**config.mk**
```make
export PLATFORM = sky130hd
export DESIGN_NAME = polar_pkt_sequencer
export DESIGN_NICKNAME = d
export VERILOG_FILES = /design/src/rtl/polar_pkt_sequencer.sv
export SDC_FILE = /design/constraint.sdc
export NUM_CORES = 1
export LEC_CHECK = 0
export CELL_PAD_IN_SITES_DETAIL_PLACEMENT = 0
export CELL_PAD_IN_SITES_GLOBAL_PLACEMENT = 1
export CORE_AREA = 5 5 271 273
export CTS_CLUSTER_DIAMETER = 30
export DETAILED_ROUTE_END_ITERATION = 7
export DIE_AREA = 0 0 276 278
export GPL_TIMING_DRIVEN = 0
export PLACE_DENSITY_LB_ADDON = 0.1
export SLEW_MARGIN = 30
export SYNTH_ARGS = -nofsm -noshare
export SYNTH_HDL_FRONTEND = slang
export SYNTH_SLANG_ARGS = --single-unit
export TNS_END_PERCENT = 1
```
**constraint.sdc**
```tcl
create_clock -name clk -period 34 [get_ports clk]
set_input_delay 3.4 -clock clk [delete_from_list [all_inputs] [get_ports clk]]
set_output_delay 3.4 -clock clk [all_outputs]
set_load 0.005 [all_outputs]
```
**src/rtl/polar_pkt_sequencer.sv**
```systemverilog
// polar_pkt_sequencer
//   Top-level controller for the SC polar decoder core. Reads the packet count
//   from input-memory row 0, then for every packet reads its header row,
//   streams its LLR rows to the core, starts the core, and collects the
//   decoded bits. One 140-bit result row is written per packet, after which
//   proc_done is raised until module_en drops.
//
// Ports
//   clk, rst        clock (rising edge), asynchronous active-high reset
//   module_en       run request, sampled in IDLE
//   proc_done       run complete, held until module_en = 0
//   raddr / rdata   input-memory read port (RD_LAT cycles raddr -> rdata)
//   wr_en / waddr / wdata   result-memory write port (row = packet index)
//   err             sticky: bad packet count or bad header seen in this run
//   core_start      1-cycle start pulse to the decoder core
//   core_n, core_k  code / info length of the current packet
//   llr_valid, llr_idx, llr_data   LLR row stream to the core
//   core_done, core_dec            completion pulse and decoded bits from the core
//
// state    | meaning
// ---------+-------------------------------------------------------------
// IDLE     | waiting for module_en
// RD_CNT   | row 0 addressed; packet count latched once the read returns
// RD_HDR   | header row addressed; N/K latched and checked on return
// LOAD     | one LLR row address issued per cycle
// DRAIN    | waiting for the last LLR row to leave the read pipeline
// START    | core_start pulse
// WAIT     | waiting for core_done; decoded bits captured and masked to K
// WRITE    | result row written for the current packet
// DONE     | proc_done held until module_en is released

module polar_pkt_sequencer #(
    parameter int MAX_PKT    = 44,
    parameter int PKT_STRIDE = 33,
    parameter int RD_LAT     = 1
) (
    input  logic         clk,
    input  logic         rst,
    input  logic         module_en,
    output logic         proc_done,
    output logic [10:0]  raddr,
    input  logic [191:0] rdata,
    output logic         wr_en,
    output logic [5:0]   waddr,
    output logic [139:0] wdata,
    output logic         err,
    output logic         core_start,
    output logic [9:0]   core_n,
    output logic [7:0]   core_k,
    output logic         llr_valid,
    output logic [4:0]   llr_idx,
    output logic [191:0] llr_data,
    input  logic         core_done,
    input  logic [139:0] core_dec
);

    localparam int LW = $clog2(RD_LAT + 1);

    typedef enum logic [3:0] {
        S_IDLE,
        S_RD_CNT,
        S_RD_HDR,
        S_LOAD,
        S_DRAIN,
        S_START,
        S_WAIT,
        S_WRITE,
        S_DONE
    } state_t;

    state_t         state;
    state_t         state_nxt;

    logic [LW-1:0]  lat_cnt;
    logic [5:0]     pkt_total;
    logic [5:0]     pkt_idx;
    logic [10:0]    base;
    logic [9:0]     n_reg;
    logic [7:0]     k_reg;
    logic [4:0]     issue_idx;
    logic [4:0]     out_idx;
    logic [RD_LAT:0] vld_pipe;
    logic [139:0]   res_reg;
    logic           err_reg;

    logic           rd_ready;
    logic [6:0]     cnt_in;
    logic [9:0]     hdr_n;
    logic [7:0]     hdr_k;
    logic           hdr_ok;
    logic [4:0]     last_row;
    logic           pkt_last;
    logic           llr_vld_i;
    logic [139:0]   k_mask;

    // Read data is usable when the latency down-counter reaches zero.
    assign rd_ready  = (lat_cnt == '0);
    assign cnt_in    = rdata[6:0];
    assign hdr_n     = rdata[9:0];
    assign hdr_k     = rdata[17:10];
    assign hdr_ok    = ((hdr_n == 10'd128) || (hdr_n == 10'd256) || (hdr_n == 10'd512))
                     && (hdr_k != 8'd0) && (hdr_k <= 8'd140)
                     && ({2'b00, hdr_k} <= hdr_n);

    // N/16 - 1 in 5 bits; for N=512 the field n[8:4] is 0 and wraps to 31.
    assign last_row  = n_reg[8:4] - 5'd1;
    assign pkt_last  = ((pkt_idx + 6'd1) == pkt_total);
    assign llr_vld_i = vld_pipe[RD_LAT];

    always_comb begin
        k_mask = '0;
        for (int i = 0; i < 140; i++) begin
            k_mask[i] = (8'(i) < k_reg);
        end
    end

    // State register
    always_ff @(posedge clk or posedge rst) begin
        if (rst) begin
            state <= S_IDLE;
        end else begin
            state <= state_nxt;
        end
    end

    // Next-state logic
    always_comb begin
        state_nxt = state;
        case (state)
            S_IDLE: begin
                if (module_en) state_nxt = S_RD_CNT;
            end
            S_RD_CNT: begin
                if (rd_ready) state_nxt = (cnt_in == 7'd0) ? S_DONE : S_RD_HDR;
            end
            S_RD_HDR: begin
                if (rd_ready) state_nxt = hdr_ok ? S_LOAD : S_WRITE;
            end
            S_LOAD: begin
                if (issue_idx == last_row) state_nxt = S_DRAIN;
            end
            S_DRAIN: begin
                if (llr_vld_i && (out_idx == last_row)) state_nxt = S_START;
            end
            S_START: begin
                state_nxt = S_WAIT;
            end
            S_WAIT: begin
                if (core_done) state_nxt = S_WRITE;
            end
            S_WRITE: begin
                state_nxt = pkt_last ? S_DONE : S_RD_HDR;
            end
            S_DONE: begin
                if (!module_en) state_nxt = S_IDLE;
            end
            default: begin
                state_nxt = S_IDLE;
            end
        endcase
    end

    // Datapath registers
    always_ff @(posedge clk or posedge rst) begin
        if (rst) begin
            lat_cnt   <= '0;
            pkt_total <= '0;
            pkt_idx   <= '0;
            base      <= '0;
            n_reg     <= '0;
            k_reg     <= '0;
            issue_idx <= '0;
            out_idx   <= '0;
            vld_pipe  <= '0;
            res_reg   <= '0;
            err_reg   <= 1'b0;
            llr_data  <= '0;
        end else begin
            // Reload the read-latency timer on every state change; it only
            // matters in the two read states.
            if (state_nxt != state) begin
                lat_cnt <= LW'(RD_LAT);
            end else if (lat_cnt != '0) begin
                lat_cnt <= lat_cnt - LW'(1);
            end

            // Issued addresses travel RD_LAT cycles to rdata plus one register.
            vld_pipe <= {vld_pipe[RD_LAT-1:0], (state == S_LOAD)};
            if (vld_pipe[RD_LAT-1]) llr_data <= rdata;
            if (llr_vld_i) out_idx <= out_idx + 5'd1;

            case (state)
                S_IDLE: begin
                    if (module_en) begin
                        err_reg <= 1'b0;
                        pkt_idx <= '0;
                        base    <= 11'd1;
                    end
                end
                S_RD_CNT: begin
                    if (rd_ready) begin
                        if (cnt_in > 7'(MAX_PKT)) begin
                            pkt_total <= 6'(MAX_PKT);
                            err_reg   <= 1'b1;
                        end else begin
                            pkt_total <= cnt_in[5:0];
                        end
                    end
                end
                S_RD_HDR: begin
                    if (rd_ready) begin
                        n_reg     <= hdr_n;
                        k_reg     <= hdr_k;
                        issue_idx <= '0;
                        out_idx   <= '0;
                        res_reg   <= '0;
                        if (!hdr_ok) err_reg <= 1'b1;
                    end
                end
                S_LOAD: begin
                    issue_idx <= issue_idx + 5'd1;
                end
                S_WAIT: begin
                    if (core_done) res_reg <= core_dec & k_mask;
                end
                S_WRITE: begin
                    if (!pkt_last) begin
                        pkt_idx <= pkt_idx + 6'd1;
                        base    <= base + 11'(PKT_STRIDE);
                    end
                end
                default: ;
            endcase
        end
    end

    // Output logic
    always_comb begin
        raddr      = '0;
        wr_en      = 1'b0;
        waddr      = '0;
        wdata      = '0;
        proc_done  = 1'b0;
        core_start = 1'b0;
        case (state)
            S_RD_HDR: raddr = base;
            S_LOAD:   raddr = base + 11'd1 + {6'd0, issue_idx};
            S_START:  core_start = 1'b1;
            S_WRITE: begin
                wr_en = 1'b1;
                waddr = pkt_idx;
                wdata = res_reg;
            end
            S_DONE:   proc_done = 1'b1;
            default: ;
        endcase
        llr_valid = llr_vld_i;
        llr_idx   = llr_vld_i ? out_idx : 5'd0;
    end

    assign err    = err_reg;
    assign core_n = n_reg;
    assign core_k = k_reg;

endmodule

```
==> results of run 1 <==
metal layers:
layer  track usage  wire length (um)
met4        0.0665              2260
met3        0.0830              7370
met2         0.393             45200
met1         0.253             34200
met5             0                25
cell usage after synthesis (all sizes together), types with 19 or more instances:
master	count
a21oi	39
a32o	120
and2	152
clkbuf	82
dfrtp	391
ha	19
inv	24
mux2	193
nand2	198
nand3	35
nor2	49
o21ai	44
worst max-delay path by stage:
stage	depth (start not counted)	startpoint	endpoint	slack, ps
after floorplan	1	rst	base[0]	19730
after global placement	2	rst	llr_data[80]	13400
after detailed placement	7	state[2]	wdata[84]	27090
after CTS	7	state[2]	wdata[84]	26380
after global routing	7	state[2]	wdata[84]	26290
final	7	state[2]	wdata[92]	26450
final cells by class:
cell class,instances,area [um^2]
buffer,94,382
clock buffer,172,3520
fill,6793,40300
tap,950,1190
antenna,7,17.5
clock inverter,46,891
sequential,391,9780
timing repair buffer,722,7310
inverter,25,101
multi-input combinational,1005,7400
power by group through the flow:
stage          Combinational, mW  Sequential (mW)  Clock [mW]
3_5_place_dp                1.06            0.816           0
2_1_floorplan              0.460            0.798           0
6_report                    1.05            0.815        1.20
4_1_cts                     1.06            0.816        1.22
5_1_grt                     1.12            0.842        1.25
3_3_place_gp                1.04            0.811           0
stage by stage:
| step | instance area [um^2] | utilization |
|---|---|---|
| detailed placement | 26200 | 0.369 |
| global route | 30600 | 0.432 |
| floorplan | 17600 | - |
| CTS | 30600 | 0.431 |
| finish | 30600 | 0.432 |
| global placement | 25900 | 0.366 |
worst max-delay path, stage by stage, from the launching register on:
cell and delay, ps:
dfrtp_1 460, and2b_1 230, nand3_1 230, inv_1 270
buf_1 690, clkbuf_1 780, and2_1 230, clkdlybuf4s50_1 610
cell families after synthesis:
| group | count (synthesis) | synth area share |
|---|---|---|
| compound gates | 246 | 0.114 |
| xor+xnor | 31 | 0.0162 |
| fa+ha+maj | 20 | 0.0146 |
| buf+inv | 119 | 0.0268 |
| flops | 391 | 0.556 |
| mux | 206 | 0.131 |
| simple gates | 502 | 0.142 |
==> run summary, run 1 <==
status: finished, final reports clean
power density over cell area: 100 nW/um^2
cell count after placement: 3,187
Residual DRC: 0
Reg clk slew, reported paths: 40 ps
initial antenna violation count: 12
GRT Resource Usage Total: 0.223
area grow syn2layout: 73.7%
Reg power frac: 0.266
reg-to-reg startpoint: core_k[6]
pin count of the biggest net entering global routing: 88
drt pass-1 iters: 7
DRT antenna net count: 0
NetSw: 0.967 mW
Non-Filler Instances: 3,412
Min-Delay Path Class: register to register
Sink Count: 391
worst vdd ir: 0.0682 mV
commonest non-fill, non-tap cell in the layout: clkdlybuf4s50_1
clock skew: 39.8 ps
Setup Slack @ Placement: 27,090 ps
Root Driver: clkbuf_16
Worst Path Required: 30,600 ps
max reg flops: 192
EDFF count, synth: 0
cell depth of the worst flop-to-flop path: 7
vias per inst: 4.72
Ports: 713
Initial DRC Count: 778
R2R Setup Slk: 30,840 ps
Worst setup EP type: output port
CP Class: register to output port
number of synthesized register bits: 391
share of layout cells above drive strength 1: 0.179
main area contributors after synthesis: dfrtp_1 (56%), mux2_2 (12%), a32o_1 (6.8%)
slack of the critical path: 26,450 ps
crit path DAT: 4150 ps
WHS Endpoint: res_reg[83]
Most used DFF post-synth: dfrtp_1
Post-Synthesis Cell Area: 17,600 um^2
post-CTS setup buffer count: 0
Comb pwr share: 0.342
Placement Rows: 98
critical path startpoint category: register
Max H-tree Level: 3
FMAX: 0.133 GHz
# hold bufs at CTS: 0
setup TNS: 0 ps
Avg Cell Area, Syn: 11.6 um^2
Chip Width: 276 um
Synth top area share: 0.556
Seq/Total Area, Yosys: 0.556
maxcap violations: 0
total wire length: 89.0 mm
clock latency on the worst-skew pair: 660 ps
GRT overflow: 0
nets: 2,712
Die Area: 76,700 um^2
part of the cycle the worst path needs: 0.222
Worst Tran Pin Value: 956 ps
Clk pwr share: 0.392
total power: 3.06 mW
CTS resizes: 0
hold path depth: 2
total CTS buffers: 117
most frequent cells in the layout: clkdlybuf4s50_1 (712), dfrtp_1 (391), nand2_1 (198), mux2_2 (193), and2_1 (150)
final RePlAce weighted congestion: 0.812
# setup viols final: 0
FF-to-FF End: res_reg[83]
Final Hold Fails: 0
Vias: 16,100
Power Internal: 2.10 mW
post-detail-place hpwl: 68.4 mm
Synth area leader: dfrtp_1
Cells after Synth: 1,515
worst-path maximum fanout: 11
sw frac: 0.316
Syn Nets: 1,871
Tmin final: 7550 ps
clk buf depth: 3
Final Max Slew Viols: 0
Synth async-reset ratio: 1.00
Distinct cells, synth: 64
IO buf count: 712
first-pass GRT wire length: 127 mm
Die H: 278 um
RSZ-0062 raised after global routing: false
Worst slew margin: 0.362
vias in the first global route: 17,500
min-delay src: res_reg[83]
per-cell routed wire length: 26.1 um
CTS tree: built
floorplan core area: 70,900 um^2
Initial Util: 0.248
worst hold slack: 467 ps
Yosys warning count: 0
LEAKAGE: 12.7 nW
Note: power is estimated with default switching activity, not from simulation.
==> run 2: changes to the inputs <==
clock period = 6.9 ns   (was 34 ns; I/O delays follow)
==> run 2 against run 1 <==
Against the previous run: power grew to 5.1 times the previous value; sequential power grew to 4.9 times the previous value; cell count is 1.2% higher; setup slack worse by 24000 ps; core utilization is 0.95 points higher; largest power group unchanged; highest routed layer unchanged.
==> run summary, run 2 (synthesis results as in run 1) <==
Sink Count: 391
CTS resizes: 0
total wire length: 90.1 mm
Initial Util: 0.248
crit path DAT: 4170 ps
worst vdd ir: 0.248 mV
Setup Slack @ Placement: 2680 ps
worst hold slack: 372 ps
power density over cell area: 498 nW/um^2
Initial DRC Count: 909
Final Hold Fails: 0
Placement Rows: 98
DRT antenna net count: 0
Worst Path Required: 6210 ps
per-cell routed wire length: 26.1 um
Die H: 278 um
Buf/Inv on CP: 4
commonest non-fill, non-tap cell in the layout: clkdlybuf4s50_1
Reg clk slew, reported paths: 50 ps
nets: 2,740
final RePlAce weighted congestion: 0.818
part of the cycle the worst path needs: 0.704
LEAKAGE: 13.0 nW
most frequent cells in the layout: clkdlybuf4s50_1 (712), dfrtp_1 (391), nand2_1 (198), mux2_2 (193), and2_1 (150)
Multi-input gate area: 7420 um^2
drt pass-1 iters: 5
clk buf depth: 3
IO buf count: 712
pin count of the biggest net entering global routing: 27
setup TNS: 0 ps
crit-path cells: and2b_1, nand3_1, inv_1, buf_1, clkbuf_1, and2_1, clkdlybuf4s50_1
Filler Cell Count: 6,776
Die Area: 76,700 um^2
status: finished, final reports clean
# setup viols final: 0
area grow syn2layout: 77.5%
Final Max Slew Viols: 0
vias per inst: 4.73
Min-Delay Path Class: input pin to async pin
vias in the first global route: 18,100
FMAX: 0.206 GHz
Root Driver: clkbuf_16
crit-path max cell delay: 810 ps
post-CTS setup buffer count: 0
Slowest-stage cell, CP: clkbuf_1
Ports: 713
Chip Width: 276 um
Vias: 16,300
critical path startpoint category: register
Max H-tree Level: 4
slack of the critical path: 2040 ps
Cell Area, Placed: 26,400 um^2
maxcap violations: 0
worst-path maximum fanout: 11
CP Class: register to output port
# hold bufs at CTS: 0
GRT Resource Usage Total: 0.227
max reg flops: 192
Worst setup EP type: output port
clock latency on the worst-skew pair: 700 ps
crit-path leading delay family: buffers and inverters
clock skew: 24.2 ps
Tmin final: 4860 ps
RSZ-0062 raised after global routing: false
CTS tree: built
GRT overflow: 0
share of layout cells above drive strength 1: 0.190
post-detail-place hpwl: 70.2 mm
initial antenna violation count: 19
Worst Tran Pin Value: 1010 ps
Worst slew margin: 0.325
Finished Cell Area: 31,300 um^2
floorplan core area: 70,900 um^2
Storage cell area: 9780 um^2
Residual DRC: 0
first-pass GRT wire length: 129 mm
total CTS buffers: 132
==> run 2: cell count changes in the layout (fill, tap and decap cells not counted), moves of 2 or more <==
cell       delta
bufinv_16     -2
clkinv_2     +14
inv_16        +6
clkbuf_1      +5
diode_2       +2
clkinv_16     +2
buf_12       +11
clkbuf_8     -12
clkbuf_16    +15
==> run 2: worst paths after layout <==
check	startpoint	to	slack (ps)	depth (start not counted)
max	state[2]	wdata[41]	2040	7
min	rst	llr_data[153]	370	2
max in group asynchronous	rst	res_reg[17]	5140	7
min in group clk	res_reg[10]	res_reg[10]	480	2
max reg2reg	core_k[6]	res_reg[83]	3600	7
min reg2reg	res_reg[10]	res_reg[10]	480	2
==> run 2: cell type report <==
cell class | instances | area share
Clock buffer | 179 | 0.120
Clock inverter | 65 | 0.0341
Inverter | 25 | 0.00312
Timing Repair Buffer | 735 | 0.242
Buffer | 94 | 0.0122
Multi-Input combinational cell | 1005 | 0.237
Tap cell | 950 | 0.0380
Sequential cell | 391 | 0.313
Antenna cell | 9 | 0.000720
==> run 2: per-layer routing <==
| metal | vias to the layer above | share of wire | track usage |
|---|---|---|---|
| met1 | 8307 | 0.38 | 0.256 |
| li1 | 7219 | - | - |
| met3 | 139 | 0.078 | 0.0778 |
| met2 | 668 | 0.51 | 0.404 |
| met5 | - | 0.00038 | 0 |
| met4 | 4 | 0.026 | 0.0759 |
==> run 2: where the power goes <==
part	internal, mW	switching [mW]	leakage [nW]	total (mW)
clock network	4.55	1.83	2.37	6.39
logic	2.70	2.49	5.68	5.19
registers	3.36	0.648	4.93	4.01
==> run 2: worst reg2reg max path: stages (launching register included) <==
cell      delay (ps)
dfrtp_1          560
or2_1            160
clkbuf_1         350
nand4_1          640
nor2_1           760
buf_2            360
o211ai_1         260
nand2_1          140
==> run 2: metrics by stage <==
stage | total power [mW] | utilization | std cells
detailed placement | 9.27 | 0.373 | 3200
CTS | 15.8 | 0.441 | 3444
global placement | 9.12 | 0.366 | 3177
floorplan | 6.20 | - | 1515
global route | 16.4 | 0.441 | 3451
finish | 15.6 | 0.441 | 3453
==> run 3: changes to the inputs <==
CORE_AREA = 5 5 274 276   (was 5 5 271 273)
DIE_AREA = 0 0 279 281   (was 0 0 276 278)
clock period = 4.85 ns   (was 6.9 ns; I/O delays follow)
==> run 3 against run 2 <==
Against the previous run: setup slack worse by 1600 ps; via count decreased by 1.3%; critical path depth did not move; routed wire length fell by 0.91%; register-to-register slack worse by 1900 ps; clock-buffer cell count up 23; first-iteration DRC count is 22% lower; global-route usage fell by 0.75 points; clock power up 33%; sequential share of layout area up 0.31 points; cell count increased by 0.14%; critical path type unchanged.
==> run summary, run 3 (synthesis results as in run 1) <==
Root Driver: clkbuf_16
Die Area: 78,400 um^2
worst hold slack: 212 ps
Storage cell area: 9780 um^2
Final Hold Fails: 0
drt pass-1 iters: 4
GRT Resource Usage Total: 0.220
Chip Width: 279 um
clock latency on the worst-skew pair: 690 ps
commonest non-fill, non-tap cell in the layout: clkdlybuf4s50_1
Cell Area, Placed: 26,400 um^2
# setup viols final: 0
GRT overflow: 0
status: finished, final reports clean
total wire length: 89.3 mm
Worst Path Required: 4370 ps
IO buf count: 712
CTS tree: built
Vias: 16,100
total CTS buffers: 132
critical path startpoint category: register
most frequent cells in the layout: clkdlybuf4s50_1 (712), dfrtp_1 (391), nand2_1 (198), mux2_2 (193), and2_1 (150)
worst-path maximum fanout: 11
crit path DAT: 3880 ps
vias per inst: 4.66
# hold bufs at CTS: 0
clock skew: 27.1 ps
initial antenna violation count: 21
Filler Cell Count: 6,978
Worst setup EP type: output port
RSZ-0062 raised after global routing: false
Initial Util: 0.243
nets: 2,740
Tmin final: 4360 ps
setup TNS: 0 ps
final RePlAce weighted congestion: 0.802
area grow syn2layout: 75.8%
share of layout cells above drive strength 1: 0.183
per-cell routed wire length: 25.8 um
Reg clk slew, reported paths: 40 ps
Initial DRC Count: 713
clk buf depth: 3
Worst Tran Pin Value: 1010 ps
worst vdd ir: 0.356 mV
Ports: 713
Finished Cell Area: 31,000 um^2
Placement Rows: 99
Residual DRC: 0
maxcap violations: 0
Die H: 281 um
CP Class: register to output port
max reg flops: 192
part of the cycle the worst path needs: 0.899
vias in the first global route: 17,600
CTS resizes: 0
post-detail-place hpwl: 69.5 mm
Worst slew margin: 0.328
floorplan core area: 72,300 um^2
post-CTS setup buffer count: 0
final core occ: 0.428
pin count of the biggest net entering global routing: 29
Min-Delay Path Class: input pin to async pin
FMAX: 0.229 GHz
power density over cell area: 697 nW/um^2
DRT antenna net count: 0
Max H-tree Level: 4
LEAKAGE: 12.8 nW
Final Max Slew Viols: 0
Multi-input gate area: 7410 um^2
Sink Count: 391
first-pass GRT wire length: 125 mm
## run 3: cell types whose count changed in the layout (fill, tap and decap cells not counted), sizes merged
cell	previous run	this run
clkbuf	261	284
clkinv	36	22
diode	9	13
bufinv	20	8
inv	32	27
## run 3: cell type report
class,instances,share of cell area
flip-flops and latches,391,0.316
clock inverters,34,0.0175
plain buffers,94,0.0122
multi-input cells,1005,0.239
diodes,13,0.00105
well taps,959,0.0388
clock buffers,202,0.129
inverters,25,0.00315
repair buffers,735,0.243
## run 3: metal layers
layer | up-vias | global-route usage | share of wire
met5 | - | 0 | 0.00058
met2 | 611 | 0.378 | 0.50
met3 | 173 | 0.0861 | 0.084
met1 | 8105 | 0.244 | 0.38
met4 | 10 | 0.0901 | 0.034
li1 | 7221 | - | -
## run 3: power by group
part / switching (mW) / internal (mW)
sequential: 0.935 / 4.78
clock: 2.46 / 6.05
combinational: 3.54 / 3.83
## run 3: critical path: stages (launching register included)
cell	delay (ps)
dfrtp_1	480
and2b_1	210
nand3_1	200
inv_1	260
clkbuf_1	370
clkbuf_1	750
and2_1	240
clkdlybuf4s50_1	670
## run 3: metrics by stage
stage                     instances  power, mW  setup slack (ps)
after floorplan                1515       8.82              -895
after global placement         3186       13.0             -4330
after detailed placement       3209       13.2              1090
after CTS                      3445       21.9               339
after global routing           3453       22.7               300
final                          3458       21.6               489
## run 3: path summary, 6_finish.rpt
| kind | from | endpoint | slack [ps] | cells after the start |
|---|---|---|---|---|
| max | state[2] | wdata[99] | 490 | 7 |
| min in group clk | core_dec[14] | res_reg[14] | 380 | 3 |
| min reg2reg | res_reg[4] | res_reg[4] | 470 | 2 |
| min | rst | res_reg[92] | 210 | 2 |
| max in group asynchronous | rst | issue_idx[1] | 3270 | 7 |
| max reg2reg | core_k[6] | res_reg[83] | 1700 | 7 |
